File: src/rtl/serial_clk_shifter.sv
// Serial transmit stage: MSB-first shifter with a free-running sclk while
// start is high, back-to-back framing and clean stop or mid-frame abort.
module serial_clk_shifter #(
    parameter int WIDTH = 4,
    parameter int DIV   = 1
) (
    input  logic             clk,
    input  logic             rstn,
    input  logic             start,
    input  logic [WIDTH-1:0] din,
    output logic             sclk,
    output logic             sdo,
    output logic             busy,
    output logic             load,
    output logic             done,
    output logic             aborted,
    output logic [7:0]       frames
);

    localparam int HW = (DIV > 1) ? $clog2(DIV) : 1;
    localparam int BW = $clog2(WIDTH);
    localparam logic [HW-1:0] HMAX = HW'(DIV - 1);
    localparam logic [BW-1:0] BMAX = BW'(WIDTH - 1);

    typedef enum logic {
        IDLE,
        SHIFT
    } state_e;

    state_e           state_q;
    logic [WIDTH-1:0] shreg_q;
    logic [HW-1:0]    hcnt_q;
    logic [BW-1:0]    bitcnt_q;
    logic             sclk_q;
    logic             sdo_q;
    logic             busy_q;
    logic             load_q;
    logic             done_q;
    logic             aborted_q;
    logic [7:0]       frames_q;

    logic half_end;
    logic last_fall;

    assign half_end  = (hcnt_q == HMAX);
    // The last falling edge always completes the frame, even with start low.
    assign last_fall = half_end && sclk_q && (bitcnt_q == BMAX);

    assign sclk    = sclk_q;
    assign sdo     = sdo_q;
    assign busy    = busy_q;
    assign load    = load_q;
    assign done    = done_q;
    assign aborted = aborted_q;
    assign frames  = frames_q;

    always_ff @(posedge clk) begin
        if (!rstn) begin
            state_q   <= IDLE;
            shreg_q   <= '0;
            hcnt_q    <= '0;
            bitcnt_q  <= '0;
            sclk_q    <= 1'b0;
            sdo_q     <= 1'b0;
            busy_q    <= 1'b0;
            load_q    <= 1'b0;
            done_q    <= 1'b0;
            aborted_q <= 1'b0;
            frames_q  <= '0;
        end else begin
            load_q    <= 1'b0;
            done_q    <= 1'b0;
            aborted_q <= 1'b0;
            unique case (state_q)
                IDLE: begin
                    sclk_q <= 1'b0;
                    busy_q <= 1'b0;
                    if (start) begin
                        shreg_q  <= din;
                        sdo_q    <= din[WIDTH-1];
                        hcnt_q   <= '0;
                        bitcnt_q <= '0;
                        busy_q   <= 1'b1;
                        load_q   <= 1'b1;
                        state_q  <= SHIFT;
                    end
                end
                SHIFT: begin
                    if (!start && !last_fall) begin
                        state_q   <= IDLE;
                        sclk_q    <= 1'b0;
                        sdo_q     <= 1'b0;
                        busy_q    <= 1'b0;
                        aborted_q <= 1'b1;
                        hcnt_q    <= '0;
                        bitcnt_q  <= '0;
                    end else if (!half_end) begin
                        hcnt_q <= hcnt_q + HW'(1);
                    end else begin
                        hcnt_q <= '0;
                        sclk_q <= ~sclk_q;
                        if (sclk_q) begin
                            if (bitcnt_q != BMAX) begin
                                bitcnt_q <= bitcnt_q + BW'(1);
                                shreg_q  <= shreg_q << 1;
                                sdo_q    <= shreg_q[WIDTH-2];
                            end else begin
                                done_q   <= 1'b1;
                                frames_q <= frames_q + 8'd1;
                                bitcnt_q <= '0;
                                if (start) begin
                                    shreg_q <= din;
                                    sdo_q   <= din[WIDTH-1];
                                    load_q  <= 1'b1;
                                end else begin
                                    state_q <= IDLE;
                                    busy_q  <= 1'b0;
                                    sdo_q   <= 1'b0;
                                end
                            end
                        end
                    end
                end
                default: state_q <= IDLE;
            endcase
        end
    end

endmodule

File: config.mk
export PLATFORM = sky130hd
export DESIGN_NAME = serial_clk_shifter
export DESIGN_NICKNAME = d
export VERILOG_FILES = /design/src/rtl/serial_clk_shifter.sv
export SDC_FILE = /design/constraint.sdc
export NUM_CORES = 1
export LEC_CHECK = 0
export ABC_AREA = 1
export CORE_MARGIN = 3
export CORE_UTILIZATION = 48
export DETAILED_ROUTE_END_ITERATION = 10
export PLACE_DENSITY = 0.77
export SLEW_MARGIN = 15
export SYNTH_ARGS = -nofsm -noshare
export SYNTH_HDL_FRONTEND = slang
export SYNTH_SLANG_ARGS = --single-unit
File: constraint.sdc
create_clock -name clk -period 1.41 [get_ports clk]
set_input_delay 0.282 -clock clk [delete_from_list [all_inputs] [get_ports clk]]
set_output_delay 0.282 -clock clk [all_outputs]
set_load 0.005 [all_outputs]
==> impl_metrics.toml <==
[cells_and_area]
drive_above_1_share_pct = 23.17
num_antenna_cells = 0
layoutNonFillerInstCount = 189
layout.nets = 174
multi_input_area_um2 = 446.7
n_fill_cell = 146
fin_area_um2 = 1320
area.sequential_um2 = 415.4
syn2layout_area_growth_pct = 43.73

[grt]
grt.overflow.total = 0
grt_antenna_before_repair = 0
grt_pass1_vias = 889
grt_usage_pct = 18.43
grt_max_degree = 13
grt_first_pass_wirelength_mm = 3.560

[synth]
synth_ff_type = "dfxtp_1"
synth-compound-area-share_pct = 13.08
yosysTopAreaCellShare_pct = 43.60
synthAdderAreaFrac_pct = 2.725
synth-simple-area-share_pct = 30.52
synth_top_family_by_area = "simple AND/OR/NAND/NOR gates"
synth.area.mux_share_pct = 0
synthTopCellsByArea = "dfxtp_1 44%, nand2_1 11%, inv_1 8.2%, nor2_1 6.5%, a21oi_1 5.4%"
ys_ff_latch = 20
syn_area_um2 = 918.4
yosysWarnings = 0
synth_largest_area_cell = "dfxtp_1"
synth_edf_count = 0
ys_seq_area_share_pct = 43.60
synth-xor-area-share_pct = 0.9537
netlist_instances = 127
async_flop_share_pct = 0
syn-num-nets = 136
synth_area_per_cell_um2 = 7.231
yosysUniqueCellTypes = 20

[clock_network]
cts.reportedPaths.clkPinSlew_ps = 120
clock_latency_ps = 310
cts_tree = "yes"
postCtsHoldBufs = 0
cts_root_buf = "clkbuf_4"
numCtsBuffers = 3
cts_buffer_depth = 2
clock-sinks = 20
htreeDepth = 1

[sta]
finClkSkew_ps = 10.46
period_share_pct = 93.47
worst_slew_pin_slew_ps = 294.4
rsz0062_at_grt = "false"
drv_slew = 0
relSlewSlack_pct = 80.34
hold_viol = 0
fin_crit_ps = 1318
setup_violations = 0
clock.fmax_mhz = 758.7

[critical_path]
crit_arrival_ps = 1540
critPathMaxFanout = 6
worst-setup-path-type = "reg -> reg"
cp.required_ps = 1630
cp-end-kind = "register"
crit_path_start_kind = "register"

[detailed_routing]
drt_iter0_markers = 19
ant_nets = 0
drt_wl_total_mm = 2.053
drt_first_pass_iters = 4
viasPerCell = 4.910
wl_per_cell_um = 10.86
vias = 928
drc = 0

[floorplanning]
die_height_um = 49.74
die_x_um = 49.74
core_area_um2 = 1764
pin_count = 21
rows = 15
die_area_um2 = 2474
start_util_pct = 52.06

[status]
outcome = "completed"

[power]
vdd_drop_max_uv = 927.1
powerDensity_nw_per_um2 = 917.5
p_leak_nw = 0.6803

[placed_design]
port_buffers = 20
dp.cells = 176
gp_congestion = 0.9185
detailed_place.area_um2 = 1186
dp_hpwl_mm = 1.454

[flow_run]
drv_cap = 0

[worst_hold_path]
hp-class = "reg -> reg"
-- per-stage QoR --
stage	setup TNS (ps)	power [mW]	hold WS (ps)	worst slack [ps]	utilization, %
floorplan	0	0.6852	420.4	148.3	-
global placement	-6.244	0.7413	451.7	-6.244	67.23
detailed placement	-138.5	0.7461	472.0	-64.80	67.23
CTS	0	1.219	483.1	0.2953	73.90
global route	0	1.267	534.7	0.9488	74.82
finish	0	1.211	481.6	92.02	74.82
-- worst max-delay path, cell delays in order, from the launching register on --
cell and delay (ps):
dfxtp_1 370, ha_4 200, inv_1 70, nand2_1 140
or2_0 250, a21oi_1 140, nor2_1 60
-- what timing repair did --
| item | 4_1_cts | 5_1_grt |
|---|---|---|
| endpoints found under the hold margin | 0 | 0 |
| buffers inserted | 9 | 0 |
| gates resized for setup | 24 | 5 |
| setup endpoints to repair | 13 | 8 |
-- cell usage after synthesis, drive strengths merged (2+ instances only) --
| cell | number |
|---|---|
| nand2 | 28 |
| nand3 | 9 |
| nand4 | 2 |
| inv | 20 |
| nor3 | 2 |
| a21oi | 10 |
| nor2 | 18 |
| o21ai | 8 |
| o211ai | 2 |
| dfxtp | 20 |
| or2 | 2 |
| ha | 2 |
-- cell families after synthesis --
kind of cell,count (synthesis)
xor+xnor,1
buf+inv,22
simple gates,61
flops,20
fa+ha+maj,2
compound gates,21
-- power breakdown --
part / switching, mW / total [mW] / internal (mW)
sequential: 0.0148 / 0.601 / 0.587
combinational: 0.0707 / 0.137 / 0.0660
clock: 0.186 / 0.473 / 0.287
total: 0.271 / 1.21 / 0.940
-- final timing paths --
check	end	slack, ps	from	depth (start not counted)
hold / removal	busy$_SDFFE_PN0P_	480	busy$_SDFFE_PN0P_	2
setup / recovery	shreg_q[1]$_SDFFE_PN0P_	90	bitcnt_q[0]$_SDFFE_PN0P_	6
setup reg to reg	shreg_q[1]$_SDFFE_PN0P_	90	bitcnt_q[0]$_SDFFE_PN0P_	6
hold reg to reg	busy$_SDFFE_PN0P_	480	busy$_SDFFE_PN0P_	2
-- final cells by class --
cell class,instances,area share [%]
multi-input cells,85,33.84
flip-flops and latches,20,31.47
repair buffers,35,22.65
inverters,20,5.687
well taps,25,2.370
clock inverters,1,2.275
clock buffers,3,1.706
-- metal layers --
metal	global-route usage, %	routed length, µm
met5	0	0
met4	6.452	55
met3	5.438	116
met2	35.02	1049
met1	18.69	832
-- layout by cell type (no fill, tap or decap), types with 2 or more instances in the layout --
cell type        count
nor2_4               2
nand2_1             28
o21ai_2              2
o21ai_0              5
nand3_1              8
nor2_1              16
dlygate4sd2_1       13
buf_4               15
a21oi_1             10
clkdlybuf4s50_1      6
clkbuf_4             3
dfxtp_1              8
nand4_1              2
o211ai_1             2
inv_1               20
nor3_1               2
dfxtp_2             12
-- registers in the layout, indices dropped and copies added, names as in the netlist --
register  flops
frames        8
shreg_q       3
bitcnt_q      2
aborted       1
busy          1
done          1
load          1
sclk          1
sdo           1
state_q       1
Note: power is estimated with default switching activity, not from simulation.
